--- config.mk ---
export PLATFORM = sky130hd
export DESIGN_NAME = program_sequencer
export DESIGN_NICKNAME = d
export VERILOG_FILES = /design/src/rtl/seq_pkg.sv /design/src/rtl/program_select_encoder.sv /design/src/rtl/program_sequencer.sv
export SDC_FILE = /design/constraint.sdc
export NUM_CORES = 1
export LEC_CHECK = 0
export CAP_MARGIN = 15
export CORE_AREA = 2 2 93 95
export DETAILED_ROUTE_END_ITERATION = 12
export DIE_AREA = 0 0 95 97
export GPL_TIMING_DRIVEN = 0
export PLACE_DENSITY = 0.87
export SETUP_SLACK_MARGIN = 0.15
export SYNTH_ARGS = -nofsm -noshare
export SYNTH_HDL_FRONTEND = slang
export SYNTH_SLANG_ARGS = --single-unit
--- constraint.sdc ---
create_clock -name clk -period 3.4 [get_ports clk]
set_input_delay 0.34 -clock clk [delete_from_list [all_inputs] [get_ports clk]]
set_output_delay 0.34 -clock clk [all_outputs]
set_load 0.01 [all_outputs]
--- src/rtl/seq_pkg.sv ---
// Shared definitions for the program sequencer: decoded opcodes, FSM state
// encoding and fault codes reported on faultCode.
package seq_pkg;

  localparam logic [3:0] OP_JUMP  = 4'h2;
  localparam logic [3:0] OP_CJUMP = 4'hC;
  localparam logic [3:0] OP_HALT  = 4'hE;

  typedef enum logic [2:0] {
    StIdle,
    StFetch,
    StExec,
    StHalt,
    StFault
  } seq_state_e;

  localparam logic [1:0] FAULT_NONE    = 2'b00;
  localparam logic [1:0] FAULT_NO_PROG = 2'b01;
  localparam logic [1:0] FAULT_RANGE   = 2'b10;
  localparam logic [1:0] FAULT_STEPS   = 2'b11;

endpackage

--- src/rtl/program_select_encoder.sv ---
// Lowest-set-bit priority encoder for the program select switches.
//   sel_raw    in  8  raw switch vector
//   sel_onehot out 8  one-hot vector keeping only the lowest set bit (0 if none)
module program_select_encoder (
  input  logic [7:0] sel_raw,
  output logic [7:0] sel_onehot
);

  // Two's-complement trick: x & -x isolates the lowest set bit.
  assign sel_onehot = sel_raw & (~sel_raw + 8'd1);

endmodule

--- src/rtl/program_sequencer.sv ---
// Fetch/sequence controller. Owns the PC, fetches 16-bit instructions, resolves
// JUMP / CJUMP / HALT internally and issues everything else to the execute
// datapath over a valid/ready handshake. Enforces PC range and step limits.
//   clk, resetN            clock, async active-low reset
//   start, abort           run control (abort wins)
//   programSelect          raw select switches, latched on start
//   memProgramSelect/memAddress/memInstruction   instruction memory port
//   issueValid/issueInstr/issueReady             execute datapath handshake
//   condReg/condNonZero    condition register query for CJUMP
//   busy/halted/fault/faultCode/stepCount        status
module program_sequencer
  import seq_pkg::*;
#(
  parameter int unsigned PROG_DEPTH = 128,
  parameter int unsigned MAX_STEPS  = 1024
) (
  input  logic        clk,
  input  logic        resetN,
  input  logic        start,
  input  logic        abort,
  input  logic [7:0]  programSelect,
  output logic [7:0]  memProgramSelect,
  output logic [7:0]  memAddress,
  input  logic [15:0] memInstruction,
  output logic        issueValid,
  output logic [15:0] issueInstr,
  input  logic        issueReady,
  output logic [3:0]  condReg,
  input  logic        condNonZero,
  output logic        busy,
  output logic        halted,
  output logic        fault,
  output logic [1:0]  faultCode,
  output logic [15:0] stepCount
);

  localparam logic signed [9:0] DepthS    = 10'(PROG_DEPTH);
  localparam logic [15:0]       MaxStepsW = 16'(MAX_STEPS);

  seq_state_e  state_q, state_d;
  logic [7:0]  pc_q, pc_d;
  logic [15:0] instr_q, instr_d;
  logic [15:0] step_q, step_d;
  logic [1:0]  fault_code_q, fault_code_d;
  logic [7:0]  sel_q, sel_d;
  logic [7:0]  sel_enc;

  program_select_encoder u_sel_enc (
    .sel_raw    (programSelect),
    .sel_onehot (sel_enc)
  );

  // Instruction decode
  logic [3:0] opcode;
  logic       is_halt, is_jump, is_cjump, is_issue;

  assign opcode   = instr_q[15:12];
  assign is_halt  = (opcode == OP_HALT);
  assign is_jump  = (opcode == OP_JUMP) && (instr_q[11:8] == 4'h0);
  assign is_cjump = (opcode == OP_CJUMP);
  assign is_issue = !(is_halt || is_jump || is_cjump);

  // Signed 10-bit target so underflow and overflow past PROG_DEPTH are visible.
  logic signed [9:0] offset, target;
  logic              target_bad;

  always_comb begin
    offset = '0;
    if (is_jump) begin
      offset = {{2{instr_q[7]}}, instr_q[7:0]};
    end else if (is_cjump && condNonZero) begin
      offset = {{6{instr_q[3]}}, instr_q[3:0]};
    end
    target = $signed({2'b00, pc_q}) + 10'sd1 + offset;
  end

  assign target_bad = target[9] || (target >= DepthS);

  logic retire;

  always_comb begin
    state_d      = state_q;
    pc_d         = pc_q;
    instr_d      = instr_q;
    step_d       = step_q;
    fault_code_d = fault_code_q;
    sel_d        = sel_q;
    retire       = 1'b0;

    if (abort) begin
      state_d = StIdle;
    end else begin
      unique case (state_q)
        StIdle, StHalt, StFault: begin
          if (start) begin
            sel_d        = sel_enc;
            pc_d         = '0;
            step_d       = '0;
            fault_code_d = FAULT_NONE;
            if (sel_enc == 8'h00) begin
              state_d      = StFault;
              fault_code_d = FAULT_NO_PROG;
            end else begin
              state_d = StFetch;
            end
          end
        end
        StFetch: begin
          instr_d = memInstruction;
          state_d = StExec;
        end
        StExec: begin
          if (is_halt) begin
            step_d  = step_q + 16'd1;
            state_d = StHalt;
            retire  = 1'b1;
          end else if (!is_issue || issueReady) begin
            if (target_bad) begin
              state_d      = StFault;
              fault_code_d = FAULT_RANGE;
            end else begin
              pc_d    = target[7:0];
              step_d  = step_q + 16'd1;
              state_d = StFetch;
              retire  = 1'b1;
            end
          end
          // Watchdog: the instruction still retires, but the run stops here.
          if (retire && (step_d == MaxStepsW)) begin
            state_d      = StFault;
            fault_code_d = FAULT_STEPS;
          end
        end
        default: state_d = StIdle;
      endcase
    end
  end

  always_ff @(posedge clk or negedge resetN) begin
    if (!resetN) begin
      state_q      <= StIdle;
      pc_q         <= '0;
      instr_q      <= '0;
      step_q       <= '0;
      fault_code_q <= FAULT_NONE;
      sel_q        <= '0;
    end else begin
      state_q      <= state_d;
      pc_q         <= pc_d;
      instr_q      <= instr_d;
      step_q       <= step_d;
      fault_code_q <= fault_code_d;
      sel_q        <= sel_d;
    end
  end

  assign memProgramSelect = sel_q;
  assign memAddress       = pc_q;
  assign issueInstr       = instr_q;
  // Abort drops valid in the same cycle, ahead of the state change.
  assign issueValid       = (state_q == StExec) && is_issue && !abort;
  assign condReg          = instr_q[7:4];
  assign busy             = (state_q == StFetch) || (state_q == StExec);
  assign halted           = (state_q == StHalt);
  assign fault            = (state_q == StFault);
  assign faultCode        = fault_code_q;
  assign stepCount        = step_q;

endmodule

==> results of run 1 <==
## power groups by stage
| stage | Combinational, uW | Sequential, uW | Clock, uW |
|---|---|---|---|
| after floorplan | 694 | 1000 | 0 |
| after global placement | 1300 | 959 | 0 |
| after detailed placement | 1340 | 969 | 0 |
| after CTS | 1500 | 970 | 440 |
| after global routing | 1710 | 998 | 474 |
| final | 1590 | 979 | 436 |
## final timing paths
path | from | slack (ps) | to
min reg2reg | memProgramSelect[6] | 490 | memProgramSelect[6]
min in group clk | memProgramSelect[6] | 490 | memProgramSelect[6]
min | resetN | 30 | issueInstr[2]
max in group asynchronous | resetN | 2790 | memAddress[0]
max | issueInstr[15] | -160 | memAddress[3]
max reg2reg | issueInstr[15] | -160 | memAddress[3]
## what timing repair did
action / in CTS / in global routing
pin swaps: 17 / 6
setup endpoints to repair: 28 / 28
gates resized for setup: 35 / 5
buffers inserted: 11 / 7
gates cloned: 2 / 1
## cells in the final DEF, fill, tap and decap left out, types with 4 or more instances in the layout
cell type,n
sky130_fd_sc_hd__o31ai_1,5
sky130_fd_sc_hd__and2_4,5
sky130_fd_sc_hd__clkbuf_8,5
sky130_fd_sc_hd__a21o_1,8
sky130_fd_sc_hd__o211ai_1,6
sky130_fd_sc_hd__o21ai_0,7
sky130_fd_sc_hd__mux2_4,4
sky130_fd_sc_hd__a21oi_1,15
sky130_fd_sc_hd__clkbuf_1,11
sky130_fd_sc_hd__buf_2,12
sky130_fd_sc_hd__inv_1,14
sky130_fd_sc_hd__nor4_1,6
sky130_fd_sc_hd__nand2_1,48
sky130_fd_sc_hd__nor2_1,26
sky130_fd_sc_hd__buf_6,4
sky130_fd_sc_hd__nand3_1,20
sky130_fd_sc_hd__xnor2_1,11
sky130_fd_sc_hd__o21ai_1,8
sky130_fd_sc_hd__nand2b_1,7
sky130_fd_sc_hd__and3_1,5
sky130_fd_sc_hd__clkdlybuf4s50_1,86
sky130_fd_sc_hd__ha_1,9
sky130_fd_sc_hd__nor3_1,9
sky130_fd_sc_hd__xor2_1,8
sky130_fd_sc_hd__dfrtp_1,50
sky130_fd_sc_hd__mux2_2,17
sky130_fd_sc_hd__buf_4,21
sky130_fd_sc_hd__and2_1,6
## cell type report
cell class / instances / area share (%)
Buffer: 26 / 2.777
Clock buffer: 6 / 1.377
Clock inverter: 2 / 0.7358
Inverter: 15 / 1.068
Multi-Input combinational cell: 317 / 46.69
Sequential cell: 53 / 25.23
Tap cell: 105 / 2.492
Timing Repair Buffer: 108 / 19.63
## flip-flops by register name (all words and copies together) (netlist names)
name,cells
issueInstr,16
stepCount,16
memAddress,8
memProgramSelect,8
state_q,3
faultCode,2
## routing by layer
layer	vias to the layer above	wire length, um
met2	181	5727
met4	0	297
met5	-	0
li1	1733	-
met1	1806	4418
met3	30	654
## cell usage after synthesis, drive strengths merged (4+ instances only)
cell type and n:
a21o 9, a21oi 17, a31oi 8, and2 11, and3 5, buf 16
clkbuf 10, dfrtp 53, ha 11, inv 15, mux2 21, nand2 48
nand2b 10, nand3 21, nor2 27, nor3 9, nor4 8, o211ai 6
o21ai 15, o311ai 4, o31ai 7, xnor2 11, xor2 9
## stage by stage
stage               setup slack (ps)  utilization [%]  power, uW  setup TNS, ps  std cells
finish                        -164.0            64.81       3002          -2016        632
global route                  -306.0            64.81       3178          -6493        632
CTS                           -26.98            63.76       2911         -121.2        624
detailed placement            -415.9            58.58       2308          -8438        603
global placement              -368.4            58.39       2259          -7126        602
floorplan                      29.10                -       1698              0        410
## logic make-up after synthesis
group	synth area share [%]
mux	7.301
simple gates	22.95
xor+xnor	4.913
flops	35.67
buf+inv	5.114
fa+ha+maj	4.240
compound gates	19.82
==> tab_implementation.tex, run 1 <==
\begin{tabular}{lr}
\hline
Metric & Value \\
\hline
\multicolumn{2}{l}{\textbf{Pwr}} \\
\quad Maximum vdd drop & 0.2591 mV \\
\quad Flop pwr share & 32.6\% \\
\quad Power spent charging and discharging nets & 1154 uW \\
\quad Leakage power figure & 0.002260 uW \\
\quad Clock group share of total power & between 10\% and 20\% \\
\quad Power density over the cells & approximately 570 nW/um\^{}2 \\
\quad Switching share of power & between 30\% and 40\% \\
\quad Int Pwr & between 1500 and 2000 uW \\
\quad Share of power burned in combinational logic & 52.9\% \\
\multicolumn{2}{l}{\textbf{Drt}} \\
\quad Number of DRC markers in iteration 0 & 285 \\
\quad Via density & 5.934 \\
\quad Count of TritonRoute iterations in the first routing pass & 5 \\
\quad DRC & 0 \\
\quad Total number of vias & roughly 3,800 \\
\quad Post-detailed-route count of antenna-violating nets & 0 \\
\quad Average wire length per cell after detail routing & between 15 and 20 um \\
\quad Final wirelength & roughly 11 mm \\
\multicolumn{2}{l}{\textbf{Critical path}} \\
\quad Total number of cells along the worst setup path & 13 \\
\quad Critical path cell sequence & nor4\_4, a31oi\_2, nor2\_2, and2\_4, ha\_4, o211ai\_1, o21ai\_1, a31oi\_2, xor2\_2, nand2\_1, o31a\_1, buf\_6, mux2\_4 \\
\quad Worst r2r path cells & 13 \\
\quad Count of buffer and inverter cells on the critical path & 1 \\
\quad Endpoint type of the worst setup path & flip-flop \\
\quad Most frequent cell on the critical path & sky130\_fd\_sc\_hd\_\_a31oi\_2 \\
\quad Highest cell delay on the worst timing path & 450 ps \\
\quad Critical path required time & around 3600 ps \\
\quad Classification of the worst setup path & reg2reg \\
\quad Family with the most delay on the worst path & compound AO/OA/AOI/OAI gates \\
\quad Signal arrival time at the worst endpoint & 3760 ps \\
\quad Critical Path Fanout Max & 8 \\
\quad Slowest-stage cell, CP & sky130\_fd\_sc\_hd\_\_dfrtp\_2 \\
\quad Startpoint Class & flip-flop \\
\multicolumn{2}{l}{\textbf{Global routing}} \\
\quad Global routing's busiest layer & met2 \\
\quad Aggregate global routing overflow & 0 \\
\quad Global-route met1 utilization & 31.12\% \\
\quad Maximum number of pins on one net before global-route repair & 29 \\
\quad Overall global routing resource usage & between 20\% and 30\% \\
\quad Met3 track utilization from global routing & under 10\% \\
\quad Met2 demand-to-capacity share in global routing & between 40\% and 50\% \\
\quad Global-route wire length before repair & 18.24 mm \\
\quad Vias in the first global route & roughly 3,800 \\
\quad Number of antenna violations at the first check in global routing & 0 \\
\multicolumn{2}{l}{\textbf{Timing}} \\
\quad Worst hold-check slack & 33.87 ps \\
\quad Hold Violations, Final & 0 \\
\quad Worst-case setup margin in the final layout & -164.0 ps \\
\quad Unrepaired setup endpoints after global routing & true \\
\quad Endpoints failing setup & 26 \\
\quad Final Cycle Share & 104.8\% \\
\quad Slew at the pin closest to its max-slew limit & 987.0 ps \\
\quad Max-Slew Margin vs Limit & 33.65\% \\
\quad Clock skew after layout & 8.573 ps \\
\quad Number of pins exceeding their max-slew limit in the final report & 0 \\
\quad Post-layout min period & 3564 ps \\
\quad FMAX & 280.6 MHz \\
\multicolumn{2}{l}{\textbf{Synth}} \\
\quad Count of flip-flops with a built-in enable after synthesis & 0 \\
\quad Number of synthesized register bits & between 50 and 60 \\
\quad Async set-reset flop share out of synthesis & 100.0\% \\
\quad Sequential element share of the synthesized area & 35.67\% \\
\quad Library cell occupying the most area in the post-synthesis netlist & sky130\_fd\_sc\_hd\_\_dfrtp\_1 \\
\quad Synth top area share & 35.67\% \\
\quad Post-synthesis area per instance & 9.070 um\^{}2 \\
\quad Synth top area cells & sky130\_fd\_sc\_hd\_\_dfrtp\_1 (36\%), sky130\_fd\_sc\_hd\_\_mux2\_2 (5.1\%), sky130\_fd\_sc\_hd\_\_nand2\_1 (4.8\%), sky130\_fd\_sc\_hd\_\_ha\_1 (3.7\%), sky130\_fd\_sc\_hd\_\_nand3\_1 (2.8\%) \\
\quad Primary flip-flop cell chosen by synthesis mapping & sky130\_fd\_sc\_hd\_\_dfrtp\_1 \\
\quad Synth Instances & 410 \\
\quad Synth unique cells & 65 \\
\quad Yosys warning total & 0 \\
\quad Combined area of all synthesized cells & 3719 um\^{}2 \\
\quad Post-Synthesis Net Count & 452 \\
\multicolumn{2}{l}{\textbf{Finish}} \\
\quad Total Nets Final & 568 \\
\quad Antenna Cells & 0 \\
\quad Fill count & 601 \\
\quad Register area & 1330 um\^{}2 \\
\quad Area of all placed cells without fillers & about 5300 um\^{}2 \\
\quad Multi-input logic area & 2461 um\^{}2 \\
\quad Layout overhead on the synthesized area & 41.76\% \\
\quad Share of post-route cells with drive strength above 1 & about a fifth \\
\multicolumn{2}{l}{\textbf{Clock tree}} \\
\quad Clock network latency to the later pin of the worst-skew pair & 310 ps \\
\quad Number of sinks driven by the clock tree & 53 \\
\quad Hold Buf Count CTS & 0 \\
\quad CTS buffer count & 5 \\
\quad Clock transition at the registers of the reported paths & 100 ps \\
\quad Clock tree from TritonCTS & built \\
\quad CTS H-tree depth & 2 \\
\quad Root Buffer Master & sky130\_fd\_sc\_hd\_\_clkbuf\_8 \\
\quad Bufs on Longest Clock Path & 2 \\
\multicolumn{2}{l}{\textbf{Floorplanning}} \\
\quad Boundary pin count & 88 \\
\quad Starting density of the core & 45.72\% \\
\quad Core Region & 8134 um\^{}2 \\
\quad DIE HEIGHT & 97 um \\
\quad Total Die Area & 9215 um\^{}2 \\
\quad Die width & 95 um \\
\quad Num rows & 33 \\
\multicolumn{2}{l}{\textbf{Placed design}} \\
\quad Port bufs & between 80 and 90 \\
\quad Placer congestion estimate & 0.8986 \\
\quad Dpl hpwl & 7.431 mm \\
\quad Post-placement cell area & 4765 um\^{}2 \\
\multicolumn{2}{l}{\textbf{Job}} \\
\quad Count of maximum capacitance violations & 0 \\
\multicolumn{2}{l}{\textbf{Status}} \\
\quad Status & finished with violations \\
\quad Failing checks & negative setup slack \\
\multicolumn{2}{l}{\textbf{Worst hold path}} \\
\quad Path category of the worst min-delay check & in2async \\
\hline
\end{tabular}
(Power assumes the default switching activity.)
==> inputs of run 2 (changes only) <==
- SLEW_MARGIN: not set -> 15
==> results of run 2 <==
The final DEF is identical to that of run 1; final timing and power are the same.
==> inputs of run 3 (changes only) <==
- SKIP_LAST_GASP: not set -> 1
==> tab_implementation.tex, run 3 (synthesis results as in run 1) <==
\begin{tabular}{lr}
\hline
Metric & Value \\
\hline
\multicolumn{2}{l}{\textbf{Global routing}} \\
\quad Overall global routing resource usage & 24.32\% (-0.21 points) \\
\quad Number of antenna violations at the first check in global routing & 0 (unchanged) \\
\quad Global-route wire length before repair & 18.11 mm (-0.72\%) \\
\quad Aggregate global routing overflow & 0 (unchanged) \\
\quad Vias in the first global route & 3,752 (unchanged) \\
\quad Maximum number of pins on one net before global-route repair & 29 (unchanged) \\
\multicolumn{2}{l}{\textbf{Critical path}} \\
\quad Reg-to-reg endpoint & memAddress[3] \\
\quad Worst r2r path cells & 12 (-1) \\
\quad Classification of the worst setup path & reg2reg \\
\quad Family with the most delay on the worst path & compound AO/OA/AOI/OAI gates \\
\quad Highest cell delay on the worst timing path & 520 ps (+70 ps) \\
\quad FF-to-FF setup slack & -190 ps (-30 ps) \\
\quad Endpoint type of the worst setup path & flip-flop \\
\quad Count of buffer and inverter cells on the critical path & 1 (unchanged) \\
\quad Critical path cell sequence & nor4b\_4, and2\_4, a21o\_1, ha\_1, o21ai\_0, a21oi\_1, a211o\_1, a211oi\_4, nand2\_1, o31a\_1, buf\_6, mux2\_4 \\
\quad Critical Path Fanout Max & 8 (unchanged) \\
\quad Startpoint Class & flip-flop \\
\quad Slowest-stage cell, CP & sky130\_fd\_sc\_hd\_\_dfrtp\_1 \\
\quad Critical path required time & 3600 ps (about the same) \\
\quad Launching point of the worst reg2reg path & issueInstr[12] \\
\quad Signal arrival time at the worst endpoint & 3790 ps (+30 ps) \\
\multicolumn{2}{l}{\textbf{Finish}} \\
\quad Most common library cell in the layout ignoring fill and taps & sky130\_fd\_sc\_hd\_\_clkdlybuf4s50\_1 \\
\quad Total Nets Final & 570 (+0.35\%) \\
\quad Share of post-route cells with drive strength above 1 & 23.63\% (+2.4 points) \\
\quad Antenna Cells & 0 (unchanged) \\
\quad Layout overhead on the synthesized area & 44.01\% \\
\quad Non-Filler Instances & 634 (+0.32\%) \\
\quad Commonest non-fill, non-tap cells in the layout & sky130\_fd\_sc\_hd\_\_clkdlybuf4s50\_1 (86), sky130\_fd\_sc\_hd\_\_dfrtp\_1 (50), sky130\_fd\_sc\_hd\_\_nand2\_1 (48) \\
\multicolumn{2}{l}{\textbf{Clock tree}} \\
\quad CTS buffer count & 5 (unchanged) \\
\quad Clock transition at the registers of the reported paths & 90 ps (about the same) \\
\quad Root Buffer Master & sky130\_fd\_sc\_hd\_\_clkbuf\_8 \\
\quad Number of sinks driven by the clock tree & 53 (unchanged) \\
\quad CTS H-tree depth & 2 (unchanged) \\
\quad Clock tree from TritonCTS & built \\
\quad Bufs on Longest Clock Path & 2 (unchanged) \\
\quad Clock network latency to the later pin of the worst-skew pair & 310 ps (about the same) \\
\multicolumn{2}{l}{\textbf{Timing}} \\
\quad Slew at the pin closest to its max-slew limit & 1065 ps (+77.79 ps) \\
\quad Post-layout min period & 3592 ps (+27.69 ps) \\
\quad Hold Violations, Final & 0 (unchanged) \\
\quad FMAX & 278.4 MHz (-0.77\%) \\
\quad Final Cycle Share & 105.6\% (+0.81 points) \\
\quad Clock skew after layout & 9.160 ps (+0.5871 ps) \\
\quad Unrepaired setup endpoints after global routing & true \\
\quad Max-Slew Margin vs Limit & 28.42\% (-5.2 points) \\
\quad Number of pins exceeding their max-slew limit in the final report & 0 (unchanged) \\
\quad Endpoints failing setup & 26 (unchanged) \\
\quad Worst-case setup margin in the final layout & -191.7 ps (-27.69 ps) \\
\quad Setup total negative slack & -2483 ps (-466.7 ps) \\
\multicolumn{2}{l}{\textbf{Pwr}} \\
\quad Leakage power figure & 0.002306 uW (+2.1\%) \\
\quad Power density over the cells & 563.7 nW/um\^{}2 (-1.0\%) \\
\quad Maximum vdd drop & 0.2658 mV (+2.6\%) \\
\quad Final total power & 3019 uW (+0.55\%) \\
\multicolumn{2}{l}{\textbf{Status}} \\
\quad Failing checks & negative setup slack \\
\quad Status & finished with violations \\
\multicolumn{2}{l}{\textbf{Floorplanning}} \\
\quad Total Die Area & 9215 um\^{}2 (unchanged) \\
\quad Die width & 95 um (unchanged) \\
\quad Starting density of the core & 45.72\% (unchanged) \\
\quad Boundary pin count & 88 (unchanged) \\
\quad DIE HEIGHT & 97 um (unchanged) \\
\quad Core Region & 8134 um\^{}2 (unchanged) \\
\quad Num rows & 33 (unchanged) \\
\multicolumn{2}{l}{\textbf{Drt}} \\
\quad Met1 wire length & 4.581 mm (+3.7\%) \\
\quad Final wirelength & 11.44 mm (+3.1\%) \\
\quad Uppermost layer routed & met4 \\
\quad Via density & 5.979 (+0.77\%) \\
\quad Routed wire length on met2 & 5.951 mm (+3.9\%) \\
\quad Met3 wire length & 641 um (-2.0\%) \\
\quad Post-detailed-route count of antenna-violating nets & 0 (unchanged) \\
\quad Number of DRC markers in iteration 0 & 284 (-0.35\%) \\
\quad Count of TritonRoute iterations in the first routing pass & 5 (unchanged) \\
\quad DRC & 0 (unchanged) \\
\quad Total number of vias & 3,791 (+1.1\%) \\
\quad Average wire length per cell after detail routing & 18.04 um (+2.8\%) \\
\multicolumn{2}{l}{\textbf{Placed design}} \\
\quad Placed instance count & 603 (unchanged) \\
\quad Port bufs & 87 (unchanged) \\
\quad Dpl hpwl & 7.431 mm (unchanged) \\
\quad Placer congestion estimate & 0.8986 (unchanged) \\
\quad DP Worst Slack & -415.9 ps (unchanged) \\
\multicolumn{2}{l}{\textbf{Worst hold path}} \\
\quad Path category of the worst min-delay check & in2async \\
\multicolumn{2}{l}{\textbf{Job}} \\
\quad Count of maximum capacitance violations & 0 (unchanged) \\
\hline
\end{tabular}
## run 3: layer usage
metal,GRT usage (%),vias to the layer above
li1,-,1731
met1,30.77,1870
met2,41.95,166
met3,3.427,24
met4,8.250,0
met5,0,-
## run 3: cell type report
type | count | area [um^2]
Multi-Input combinational cell | 317 | 2517
Clock buffer | 6 | 72.57
Inverter | 15 | 56.30
Sequential cell | 53 | 1330
Fill cell | 585 | 2779
Tap cell | 105 | 131.4
Clock inverter | 2 | 38.79
Buffer | 26 | 146.4
Timing Repair Buffer | 110 | 1062
## run 3: repair_timing
action                                  in CTS  in global routing
endpoints found under the setup margin      28                 28
gates resized for setup                     32                 22
cloned                                       2                  1
hold buffers                                 0                  0
setup buffers                               11                  9
pin swaps                                   16                 10
## run 3: how the worst max path moves through the flow
stage	end	startpoint	cells past startpoint	slack, ps
2_1_floorplan	memAddress[2]	issueInstr[8]	15	30
3_3_place_gp	stepCount[10]	condNonZero	17	-370
3_5_place_dp	memAddress[3]	condNonZero	17	-420
4_1_cts	memAddress[6]	issueInstr[15]	15	-30
5_1_grt	memAddress[6]	issueInstr[12]	13	-300
6_report	memAddress[3]	issueInstr[12]	12	-190
## run 3: metrics by stage
step	area, um^2	hold slack [ps]	util [%]
floorplan	3747	44.41	-
global placement	4750	463.2	58.39
detailed placement	4765	387.9	58.58
CTS	5160	44.04	63.44
global route	5355	81.50	65.84
finish	5355	35.49	65.84
## run 3: where the power goes
part           switching, uW  internal, uW
Clock                    212           221
Combinational            756           846
Sequential               197           787
